<file path="src/rtl/mem_arb_pkg.sv">
// Shared definitions for the instruction/data memory arbiter: FSM state
// encoding, grant owner codes and the legal parameter ranges that size the
// internal counters.
package mem_arb_pkg;

    typedef enum logic [1:0] {
        ST_IDLE   = 2'd0,
        ST_ACCESS = 2'd1,
        ST_ACK    = 2'd2
    } state_t;

    localparam logic OWN_IF = 1'b0;
    localparam logic OWN_D  = 1'b1;

    localparam int MEM_LAT_MIN    = 1;
    localparam int MEM_LAT_MAX    = 4;
    localparam int MAX_STREAK_MIN = 1;
    localparam int MAX_STREAK_MAX = 15;

    // Counter widths derived from the largest legal parameter values.
    localparam int LAT_W    = $clog2(MEM_LAT_MAX + 1);
    localparam int STREAK_W = $clog2(MAX_STREAK_MAX + 1);

endpackage

</file>
<file path="src/rtl/mem_arbiter_if.sv">
// Bundle of the fetch port, data port and memory-side bus of the arbiter.
// The slave modport is the arbiter's view; the master modport is the view of
// the requesters and the memory model that surround it.
interface mem_arbiter_if;

    logic        if_req;
    logic [31:0] if_addr;
    logic        if_ack;
    logic [31:0] if_rdata;

    logic        d_req;
    logic        d_we;
    logic [31:0] d_addr;
    logic [31:0] d_wdata;
    logic        d_ack;
    logic [31:0] d_rdata;

    logic        mem_cs;
    logic        mem_oe;
    logic        mem_we;
    logic [31:0] mem_addr;
    logic [31:0] mem_din;
    logic [31:0] mem_dout;

    logic        busy;
    logic        owner;

    modport slave (
        input  if_req, if_addr, d_req, d_we, d_addr, d_wdata, mem_dout,
        output if_ack, if_rdata, d_ack, d_rdata,
        output mem_cs, mem_oe, mem_we, mem_addr, mem_din, busy, owner
    );

    modport master (
        output if_req, if_addr, d_req, d_we, d_addr, d_wdata, mem_dout,
        input  if_ack, if_rdata, d_ack, d_rdata,
        input  mem_cs, mem_oe, mem_we, mem_addr, mem_din, busy, owner
    );

endinterface

</file>
<file path="src/rtl/mem_arbiter.sv">
// Single-port memory arbiter shared by an instruction fetch port and a data
// port. Data wins by default; after MAX_STREAK back-to-back data grants with
// a fetch waiting, the fetch is forced through. Each access takes one IDLE
// grant cycle, MEM_LAT ACCESS cycles and one ACK cycle.
module mem_arbiter
    import mem_arb_pkg::*;
#(
    parameter int MEM_LAT    = 1,
    parameter int MAX_STREAK = 4
) (
    input  logic          clk,
    input  logic          reset,
    mem_arbiter_if.slave  bus
);

    state_t                state;
    state_t                state_next;
    logic [LAT_W-1:0]      lat_cnt;
    logic [STREAK_W-1:0]   streak;
    logic                  owner_q;
    logic                  we_q;
    logic [31:0]           addr_q;
    logic [31:0]           din_q;
    logic [31:0]           if_rdata_q;
    logic [31:0]           d_rdata_q;

    logic                  any_req;
    logic                  grant_d;
    logic                  last_access;

    // Arbitration: data is favoured unless the streak limit is hit while a fetch waits.
    always_comb begin
        any_req     = bus.if_req | bus.d_req;
        grant_d     = bus.d_req && !(bus.if_req && (streak == STREAK_W'(MAX_STREAK)));
        last_access = (state == ST_ACCESS) && (lat_cnt == '0);
    end

    // State register; reset aborts any access in flight.
    always_ff @(posedge clk or negedge reset) begin
        // NOTE: sequential state uses non-blocking assignments so every flop
        // samples pre-edge values regardless of process ordering.
        if (!reset) begin
            state <= ST_IDLE;
        end else begin
            state <= state_next;
        end
    end

    // Next-state and memory/handshake outputs, all decoded from registered state.
    always_comb begin
        // NOTE: every output gets a default before the case so no path leaves
        // a signal unassigned, which would otherwise infer a latch.
        state_next   = state;
        bus.mem_cs   = 1'b1;
        bus.mem_oe   = 1'b1;
        bus.mem_we   = 1'b0;
        bus.if_ack   = 1'b0;
        bus.d_ack    = 1'b0;
        bus.busy     = 1'b0;
        unique case (state)
            ST_IDLE: begin
                if (any_req) state_next = ST_ACCESS;
            end
            ST_ACCESS: begin
                bus.busy   = 1'b1;
                bus.mem_cs = 1'b0;
                bus.mem_oe = we_q;
                bus.mem_we = we_q && (lat_cnt == '0);
                if (lat_cnt == '0) state_next = ST_ACK;
            end
            ST_ACK: begin
                bus.busy   = 1'b1;
                bus.if_ack = (owner_q == OWN_IF);
                bus.d_ack  = (owner_q == OWN_D);
                state_next = ST_IDLE;
            end
            default: state_next = ST_IDLE;
        endcase
    end

    // Grant-time latching of operands, latency/streak counters and read capture.
    always_ff @(posedge clk or negedge reset) begin
        // NOTE: the read-data registers are architecturally visible and must
        // read as zero out of reset, so they are reset like control flops.
        if (!reset) begin
            lat_cnt    <= '0;
            streak     <= '0;
            owner_q    <= OWN_IF;
            we_q       <= 1'b0;
            addr_q     <= '0;
            din_q      <= '0;
            if_rdata_q <= '0;
            d_rdata_q  <= '0;
        end else begin
            if (state == ST_IDLE && any_req) begin
                lat_cnt <= LAT_W'(MEM_LAT - 1);
                if (grant_d) begin
                    owner_q <= OWN_D;
                    we_q    <= bus.d_we;
                    addr_q  <= bus.d_addr;
                    din_q   <= bus.d_wdata;
                    streak  <= bus.if_req ? streak + 1'b1 : '0;
                end else begin
                    owner_q <= OWN_IF;
                    we_q    <= 1'b0;
                    addr_q  <= bus.if_addr;
                    streak  <= '0;
                end
            end else if (state == ST_ACCESS && lat_cnt != '0) begin
                lat_cnt <= lat_cnt - 1'b1;
            end

            if (last_access && !we_q) begin
                if (owner_q == OWN_D) d_rdata_q  <= bus.mem_dout;
                else                  if_rdata_q <= bus.mem_dout;
            end
        end
    end

    assign bus.mem_addr = addr_q;
    assign bus.mem_din  = din_q;
    assign bus.if_rdata = if_rdata_q;
    assign bus.d_rdata  = d_rdata_q;
    assign bus.owner    = owner_q;

endmodule

</file>
<file path="src/flat_wrapper.sv">
// flat-port wrapper written by rule: the top's interface ports become plain ports
module mem_arbiter_flat import mem_arb_pkg::*;
#(
    parameter int MEM_LAT    = 1,
    parameter int MAX_STREAK = 4
)
  (clk, reset, bus_if_req, bus_if_addr, bus_d_req, bus_d_we, bus_d_addr, bus_d_wdata, bus_mem_dout, bus_if_ack, bus_if_rdata, bus_d_ack, bus_d_rdata, bus_mem_cs, bus_mem_oe, bus_mem_we, bus_mem_addr, bus_mem_din, bus_busy, bus_owner);
  mem_arbiter_if bus_i ();
  input  logic clk;
  input  logic reset;
  input wire logic [$bits(bus_i.if_req)-1:0] bus_if_req;
  input wire logic [$bits(bus_i.if_addr)-1:0] bus_if_addr;
  input wire logic [$bits(bus_i.d_req)-1:0] bus_d_req;
  input wire logic [$bits(bus_i.d_we)-1:0] bus_d_we;
  input wire logic [$bits(bus_i.d_addr)-1:0] bus_d_addr;
  input wire logic [$bits(bus_i.d_wdata)-1:0] bus_d_wdata;
  input wire logic [$bits(bus_i.mem_dout)-1:0] bus_mem_dout;
  output wire logic [$bits(bus_i.if_ack)-1:0] bus_if_ack;
  output wire logic [$bits(bus_i.if_rdata)-1:0] bus_if_rdata;
  output wire logic [$bits(bus_i.d_ack)-1:0] bus_d_ack;
  output wire logic [$bits(bus_i.d_rdata)-1:0] bus_d_rdata;
  output wire logic [$bits(bus_i.mem_cs)-1:0] bus_mem_cs;
  output wire logic [$bits(bus_i.mem_oe)-1:0] bus_mem_oe;
  output wire logic [$bits(bus_i.mem_we)-1:0] bus_mem_we;
  output wire logic [$bits(bus_i.mem_addr)-1:0] bus_mem_addr;
  output wire logic [$bits(bus_i.mem_din)-1:0] bus_mem_din;
  output wire logic [$bits(bus_i.busy)-1:0] bus_busy;
  output wire logic [$bits(bus_i.owner)-1:0] bus_owner;
  assign bus_i.if_req = bus_if_req;
  assign bus_i.if_addr = bus_if_addr;
  assign bus_i.d_req = bus_d_req;
  assign bus_i.d_we = bus_d_we;
  assign bus_i.d_addr = bus_d_addr;
  assign bus_i.d_wdata = bus_d_wdata;
  assign bus_i.mem_dout = bus_mem_dout;
  assign bus_if_ack = bus_i.if_ack;
  assign bus_if_rdata = bus_i.if_rdata;
  assign bus_d_ack = bus_i.d_ack;
  assign bus_d_rdata = bus_i.d_rdata;
  assign bus_mem_cs = bus_i.mem_cs;
  assign bus_mem_oe = bus_i.mem_oe;
  assign bus_mem_we = bus_i.mem_we;
  assign bus_mem_addr = bus_i.mem_addr;
  assign bus_mem_din = bus_i.mem_din;
  assign bus_busy = bus_i.busy;
  assign bus_owner = bus_i.owner;
  mem_arbiter #(.MEM_LAT(MEM_LAT), .MAX_STREAK(MAX_STREAK)) u_core (.clk(clk), .reset(reset), .bus(bus_i));
endmodule
</file>
<file path="config.mk">
export PLATFORM = sky130hd
export DESIGN_NAME = mem_arbiter_flat
export DESIGN_NICKNAME = d
export VERILOG_FILES = /design/src/rtl/mem_arb_pkg.sv /design/src/rtl/mem_arbiter_if.sv /design/src/rtl/mem_arbiter.sv /design/src/flat_wrapper.sv
export SDC_FILE = /design/constraint.sdc
export NUM_CORES = 1
export LEC_CHECK = 0
export CORE_MARGIN = 3
export CORE_UTILIZATION = 45
export DETAILED_ROUTE_END_ITERATION = 10
export PLACE_DENSITY = 0.86
export SYNTH_ARGS = -nofsm -noshare
export SYNTH_HDL_FRONTEND = slang
export SYNTH_SLANG_ARGS = --single-unit
</file>
<file path="constraint.sdc">
create_clock -name clk -period 6.15 [get_ports clk]
set_input_delay 0.615 -clock clk [delete_from_list [all_inputs] [get_ports clk]]
set_output_delay 0.615 -clock clk [all_outputs]
set_load 0.01 [all_outputs]
</file>
Word-level counts from Yosys, hierarchy flattened. Index checks and enable logic that the tools add are counted.

$add $sub $neg: 2. Eq/ne operators: 5. Mux-type cells: 16. Bitwise logic cells: 2. Reductions and logical operators: 18.

Operator list (count): $mux 32 (1); $mux 1 (8); $mux 4 (2); $reduce_and 2->1 (4); $logic_and 1x1->1 (7); $mux 3 (2); $add 4x1->4 const B (1); $eq 4x3->1 const B (1); $mux 2 (2); $ne 2x1->1 const B (2); $pmux 2 s2 (1); $logic_not 3->1 (1); $reduce_bool 3->1 (1); $sub 3x1->3 const B (1); $eq 2x1->1 const B (1); $eq 2x2->1 const B (1); $logic_not 1->1 (2); $logic_not 2->1 (1); $reduce_bool 2->1 (1); $reduce_or 2->1 (1); $not 1->1 (1); $or 1x1->1 (1).

Register bits: 139. Input bits: 133. Output and inout bits: 135.

Depth between registers and ports, before layout. Gate-level depths: netlist (run 1).

Word-level depth: 5. Gate-level depth with buffers: 8. Gate-level depth less buffers: 5.

Least setup slack after synthesis (run 1). OpenSTA, ideal clock, no wires.

Path kind: flip-flop to flip-flop. Start point: register u_core.state[1]. End point: register u_core.d_rdata_q[10], in the netlist u_core.bus.d_rdata[10]. Arrival time: 1.872 ns. Required time: 6.025 ns. Slack: 4.153 ns. Cell stages (with the launch flop): 9. Buffers on the path: 3. Period minus slack after synthesis: 1.997 ns. Cells stage by stage: dfrtp_1 -> inv_1 -> ha_1 -> buf_6 -> nand2_4 -> or4b_4 -> buf_6 -> buf_12 -> mux2_4.

Word-level cells in the longest chain between the ends: 4.

RTL lines: start: declaration (RTL line mem_arbiter.sv:16) `state_t state;`; start signal: assignment (RTL line mem_arbiter.sv:45) `state <= state_next;`; $eq 2x1->1 (RTL line mem_arbiter.sv:35) `last_access = (state == ST_ACCESS) && (lat_cnt == '0);`; $logic_and 1x1->1 (RTL line mem_arbiter.sv:35); $logic_and 1x1->1 (RTL line mem_arbiter.sv:113) `if (last_access && !we_q) begin`; $reduce_and 2->1 (no source line); end signal: assignment (RTL line mem_arbiter.sv:114) `if (owner_q == OWN_D) d_rdata_q <= bus.mem_dout;`; end: declaration (RTL line mem_arbiter.sv:25) `logic [31:0] d_rdata_q;`.

Every way passes these cells. A chain may end at the register's enable or synchronous reset.

Worst setup path after layout (run 1).
Start point: register u_core.state[1]. End point: output port bus_mem_we.

Word-level cells in the longest chain between the ends: 2.

RTL lines: $eq 2x1->1 (RTL line mem_arbiter.sv:60) `unique case (state)`; $mux 1 (RTL line mem_arbiter.sv:60); end: declaration (RTL line flat_wrapper.sv:24) `output wire logic [$bits(bus_i.mem_we)-1:0] bus_mem_we;`.

Every way passes these cells.

==> flow_metrics.env, run 1 <==
export IMPL_avgViaCountPerCell=5.29
export IMPL_worstMarginPinSlew_ns=1.16
export IMPL_final_max_slew_viol_count=0
export IMPL_hold_viol_final=0
export IMPL_n_antenna_cell=0
export IMPL_n_fill_cell=834
export IMPL_post_route_util_pct=73.5
export IMPL_ant_nets=0
export IMPL_ys_warn_count=0
export IMPL_track_usage_pct=22.9
export IMPL_hp_class="in -> async"
export IMPL_max_freq_mhz=350
export IMPL_clk_latency_ns=0.41
export IMPL_r2r_end="u_core.bus.mem_addr[21]"
export IMPL_die_w_um=121
export IMPL_rr_worst_depth=6
export IMPL_grt_max_degree=81
export IMPL_place_gp_congestion=0.878
export IMPL_postSynthCellCount=457
export IMPL_synth_edf_count=0
export IMPL_r2r_start="u_core.streak[0]"
export IMPL_h_tree_depth=4
export IMPL_synthesis_area_mm2=0.00598
export IMPL_overflow=0
export IMPL_p_leak_nw=3.99
export IMPL_mostFrequentLayoutCells="clkdlybuf4s50_1 (266), dfrtp_1 (139), mux2_2 (66)"
export IMPL_final_area_mm2=0.00943
export IMPL_place_detailed_hpwl_mm=11.9
export IMPL_layout_nets=857
export IMPL_rrSetupSlack_ns=3.63
export IMPL_routed_wirelength_mm=16.8
export IMPL_startpoint_type="register"
export IMPL_dpl_cell_count=869
export IMPL_wl_per_cell_um=18.7
export IMPL_grt_pass1_vias=5033
export IMPL_clock_sinks=139
export IMPL_fin_skew_ns=0.00613
export IMPL_avgSynthCellArea_um2=13.1
export IMPL_setup_tns_ns=0
export IMPL_status="completed"
export IMPL_postCtsSetupBuffers=0
export IMPL_drtIter0Drc=407
export IMPL_cts_resized_gates=0
export IMPL_core_mm2=0.0128
export IMPL_drive_gt1_share_pct=19.2
export IMPL_std_cell_rows=41
export IMPL_mostFrequentLayoutCell="clkdlybuf4s50_1"
export IMPL_initial_core_util_pct=46.6
export IMPL_antenna_found_initial=0
export IMPL_synthArstFlopShare_pct=100
export IMPL_cp_data_arrival_time_ns=2.24
export IMPL_cts_hold_buf=0
export IMPL_worstPathMaxFanout=10
export IMPL_firstDrtPassIters=5
export IMPL_num_vias=4765
export IMPL_setup_viol=0
export IMPL_stdcell_count=901
export IMPL_cts_root_buffer_cell="clkbuf_16"
export IMPL_finalCritPeriodShare_pct=46.5
export IMPL_ios=268
export IMPL_synth_cell_type_count=36
export IMPL_rsz0062_at_grt="no"
export IMPL_maxCapViolations=0
export IMPL_dieArea_mm2=0.0147
export IMPL_cp_end_kind="output pin"
export IMPL_vdd_drop_max_mv=0.301
export IMPL_path_class="reg -> out"
export IMPL_slew_headroom_pct=22.4
export IMPL_grt_pass1_wl_mm=26.3
export IMPL_drc=0
export IMPL_seq_area_frac_synth_pct=58.2
export IMPL_numPortBuffers=267
export IMPL_syn_nets=598
export IMPL_fp_dieH_um=121
export IMPL_placed_cell_area_mm2=0.00873
export IMPL_synth_seq_cells=139
export IMPL_area_growth_pct=57.8
export IMPL_path_clk_slew_ns=0.06
export IMPL_powerDensity_mw_per_mm2=553
export IMPL_hold_slack_ns=0.162
export IMPL_cts_tree="done"
export IMPL_critPathRequiredTime_ns=5.53
export IMPL_period_needed_ns=2.86
export IMPL_cts_buffer_depth=2
export IMPL_synth_ff_type="dfrtp_1"
export IMPL_cts_buffers=17
flip-flops by register name, indices dropped and copies added (netlist names):
register and cells:
u_core.we_q 1, u_core.bus.owner 1, u_core.state 2, u_core.bus.if_rdata 32, u_core.bus.d_rdata 32, u_core.lat_cnt 3, u_core.bus.mem_din 32, u_core.bus.mem_addr 32
u_core.streak 4
power by group:
part | leakage (nW) | switching (mW) | internal (mW)
registers | 1.66 | 0.281 | 1.38
logic | 1.99 | 0.973 | 1.40
clock network | 0.337 | 0.376 | 0.805
worst max-delay path by stage:
stage | from | end | slack, ns
after floorplan | u_core.state[1] | u_core.bus.d_rdata[10] | 4.15
after CTS | u_core.state[1] | bus_mem_we | 3.25
final | u_core.state[1] | bus_mem_we | 3.29
after global routing | u_core.state[1] | bus_mem_we | 3.14
after detailed placement | bus_if_req | u_core.bus.mem_addr[26] | 3.15
after global placement | bus_if_req | u_core.bus.mem_addr[26] | 3.30
worst max-delay path: stages (launching register included):
cell	delay [ns]
dfrtp_1	0.40
inv_1	0.11
ha_1	0.40
nand2_4	0.10
nor3b_1	0.22
clkdlybuf4s50_1	0.60
final cells by class:
type                    instances  area (µm²)  share of cell area, %
inverters                       8        30.0                  0.318
multi-input cells             275        2280                   24.2
flip-flops and latches        139        3480                   36.9
repair buffers                275        2730                   29.0
clock inverters                10         210                   2.23
clock buffers                  22         484                   5.14
well taps                     172         215                   2.28
through the flow:
stage	worst slack, ns	power (mW)
final	3.29	5.21
after global routing	3.14	5.49
after CTS	3.25	5.26
after detailed placement	3.15	4.04
after global placement	3.30	3.94
after floorplan	4.15	2.79
cells by family after synthesis:
kind of cell | Yosys count | share of synthesized area, %
DFF | 139 | 58.2
and+or+nand+nor | 118 | 9.96
muxes | 97 | 20.2
AOI/OAI and AO/OA | 52 | 6.09
buffers and inverters | 43 | 3.91
adders and majority gates | 8 | 1.67
Yosys cell counts (2+ instances only):
cell	n	share of area [%]
a21oi_1	6	0.50
nand3b_1	2	0.25
a21o_1	3	0.38
o211ai_1	32	4.0
nand4_1	32	3.3
mux2_4	30	7.5
o21ai_0	3	0.25
and2_1	2	0.21
and3_1	3	0.31
a31oi_1	3	0.31
clkbuf_1	22	1.4
ha_1	8	1.7
buf_6	2	0.38
nand3_1	5	0.42
nand2_1	64	4.0
inv_1	8	0.50
dfrtp_1	139	58
buf_12	3	1.0
buf_2	7	0.59
mux2_2	66	12
nand2b_1	2	0.21
routing by layer:
metal	global-route usage, %	routed length (µm)	vias up
met3	7.74	1550	29
met4	8.05	334	0
met2	38.9	8630	257
met1	27.1	6300	2318
met5	0	0	-
li1	-	-	2161
Note: power is estimated with default switching activity, not from simulation.
==> run 2: changes to the inputs <==
--- a/config.mk
+++ b/config.mk
@@ -6,9 +6,9 @@
 export NUM_CORES = 1
 export LEC_CHECK = 0
 export CORE_MARGIN = 3
-export CORE_UTILIZATION = 45
+export CORE_UTILIZATION = 38
 export DETAILED_ROUTE_END_ITERATION = 10
-export PLACE_DENSITY = 0.86
+export PLACE_DENSITY = 0.77
 export SYNTH_ARGS = -nofsm -noshare
 export SYNTH_HDL_FRONTEND = slang
 export SYNTH_SLANG_ARGS = --single-unit
==> constraint.sdc (replaced) <==
create_clock -name clk -period 2.5 [get_ports clk]
set_input_delay 0.25 -clock clk [delete_from_list [all_inputs] [get_ports clk]]
set_output_delay 0.25 -clock clk [all_outputs]
set_load 0.01 [all_outputs]
==> run 2 against run 1 <==
Effect of this change:
- clock power is 130% higher
- power is 140% higher
- utilization is 12 points lower
- cell count is 4.8% higher
- first-iteration DRC count is 32% lower
- global-route usage is 3.1 points lower
- critical endpoint unchanged
- largest power group unchanged
==> flow_metrics.env, run 2 (synthesis results as in run 1) <==
export IMPL_numPortBuffers=267
export IMPL_seq_power_share_pct=32.3
export IMPL_drtIter0Drc=276
export IMPL_ant_nets=0
export IMPL_swShare_pct=32.0
export IMPL_firstDrtPassIters=4
export IMPL_num_vias=4778
export IMPL_mostFrequentLayoutCell="clkdlybuf4s50_1"
export IMPL_p_leak_nw=3.98
export IMPL_n_fill_cell=1208
export IMPL_avgViaCountPerCell=5.06
export IMPL_worstMarginPinSlew_ns=0.626
export IMPL_slew_headroom_pct=58.3
export IMPL_finalCritPeriodShare_pct=89.4
export IMPL_grt_max_degree=71
export IMPL_final_max_slew_viol_count=0
export IMPL_powerDensity_mw_per_mm2=1330
export IMPL_layout_nets=861
export IMPL_n_antenna_cell=0
export IMPL_status="completed"
export IMPL_grt_pass1_vias=4876
export IMPL_hp_class="in -> async"
export IMPL_path_clk_slew_ns=0.06
export IMPL_antenna_found_initial=0
export IMPL_setup_tns_ns=0
export IMPL_startpoint_type="register"
export IMPL_vdd_drop_max_mv=0.556
export IMPL_core_mm2=0.0153
export IMPL_overflow=0
export IMPL_p_sw_mw=4.02
export IMPL_p_int_mw=8.55
export IMPL_fp_dieH_um=131
export IMPL_rsz0062_at_grt="no"
export IMPL_h_tree_depth=4
export IMPL_grt_pass1_wl_mm=27.3
export IMPL_std_cell_rows=45
export IMPL_multi_input_area_mm2=0.00228
export IMPL_cp_end_kind="output pin"
export IMPL_drc=0
export IMPL_pre_cts_ws_ns=0.354
export IMPL_wl_per_cell_um=17.9
export IMPL_track_usage_pct=19.8
export IMPL_area_growth_pct=58.3
export IMPL_combPwrFrac_pct=46.6
export IMPL_drive_gt1_share_pct=19.5
export IMPL_cp_data_arrival_time_ns=1.98
export IMPL_cts_root_buffer_cell="clkbuf_16"
export IMPL_initial_core_util_pct=39.0
export IMPL_cts_buffers=17
export IMPL_worstPathMaxFanout=4
export IMPL_hold_viol_final=0
export IMPL_clkPwrFrac_pct=21.1
export IMPL_cts_buffer_depth=2
export IMPL_path_class="reg -> out"
export IMPL_clk_latency_ns=0.41
export IMPL_ios=268
export IMPL_max_freq_mhz=447
export IMPL_timing_final_ws_setup_ns=0.265
export IMPL_dieArea_mm2=0.0173
export IMPL_place_gp_congestion=0.784
export IMPL_period_needed_ns=2.23
export IMPL_mostFrequentLayoutCells="clkdlybuf4s50_1 (266), dfrtp_1 (139), mux2_2 (66)"
export IMPL_clock_sinks=139
export IMPL_critPathRequiredTime_ns=2.25
export IMPL_hold_slack_ns=0.297
export IMPL_place_detailed_hpwl_mm=12.2
export IMPL_routed_wirelength_mm=16.9
export IMPL_fin_skew_ns=0.00907
export IMPL_die_w_um=131
export IMPL_setup_viol=0
export IMPL_cts_tree="done"
export IMPL_maxCapViolations=0
export IMPL_regArea_mm2=0.00348
==> run 2: changes by cell type in the layout (fill, tap and decap cells not counted), sizes merged <==
cell,previous run,this run
inv,8,10
clkinv,3,5
bufinv,6,4
dlygate4sd3,0,1
buf,9,12
clkinvlp,1,2
clkbuf,22,19
==> run 2: stage by stage <==
stage	utilization, %	area (µm²)	power (mW)	cells
after floorplan	-	5980	6.87	457
after global placement	57.6	8820	9.77	911
after detailed placement	57.6	8820	9.97	911
after CTS	61.8	9460	12.7	944
after global routing	61.8	9460	13.3	944
final	61.8	9460	12.6	944
==> run 2: final timing paths <==
kind                                           end  slack, ns  cells past startpoint               startpoint
max                                     bus_mem_we       0.27                      5        u_core.lat_cnt[0]
min in group clk           u_core.bus.mem_addr[31]       0.40                      3          bus_if_addr[31]
min                        u_core.bus.mem_addr[10]       0.30                      2                    reset
max reg2reg                  u_core.bus.d_rdata[1]       0.36                      5        u_core.lat_cnt[0]
max in group asynchronous   u_core.bus.d_rdata[14]       1.41                      3                    reset
min reg2reg                u_core.bus.mem_addr[11]       0.49                      2  u_core.bus.mem_addr[11]
==> run 2: repair_timing <==
action	in CTS	in global routing
resized for setup	0	0
hold buffers	1	0
setup endpoints to repair	0	0
setup buffers	0	0
hold endpoints to repair	32	0
==> run 2: routing by layer <==
metal,GRT usage [%],up-vias,wire (µm)
li1,-,2168,-
met1,24.4,2349,6950
met2,33.2,241,8270
met3,6.55,20,1470
met4,5.66,0,214
met5,0,-,0
==> run 2: area by class of cell <==
class,instances,share of cell area (%)
Tap cell,211,2.79
Sequential cell,139,36.8
Clock buffer,19,4.68
Inverter,8,0.317
Clock inverter,13,2.00
Timing Repair Buffer,279,29.4
Multi-Input combinational cell,275,24.1
==> run 2: critical path, stage by stage (launching register included) <==
cell and delay (ns):
dfrtp_1 0.35, inv_1 0.11, ha_1 0.25, nand2_4 0.08
nor3b_1 0.20, clkdlybuf4s50_1 0.58
==> run 2: power groups by stage <==
stage	clock network (mW)	registers [mW]	logic, mW
floorplan	0	4.49	2.38
detailed placement	0	4.08	5.89
global route	2.82	4.21	6.24
CTS	2.71	4.06	5.93
global placement	0	4.01	5.76
finish	2.66	4.05	5.85
==> run 3: changes to the inputs <==
--- a/config.mk
+++ b/config.mk
@@ -8,6 +8,7 @@
 export CORE_MARGIN = 3
 export CORE_UTILIZATION = 38
 export DETAILED_ROUTE_END_ITERATION = 10
+export GPL_ROUTABILITY_DRIVEN = 0
 export PLACE_DENSITY = 0.77
 export SYNTH_ARGS = -nofsm -noshare
 export SYNTH_HDL_FRONTEND = slang
==> results of run 3 <==
Final layout, timing and power as in run 2 (identical DEF).
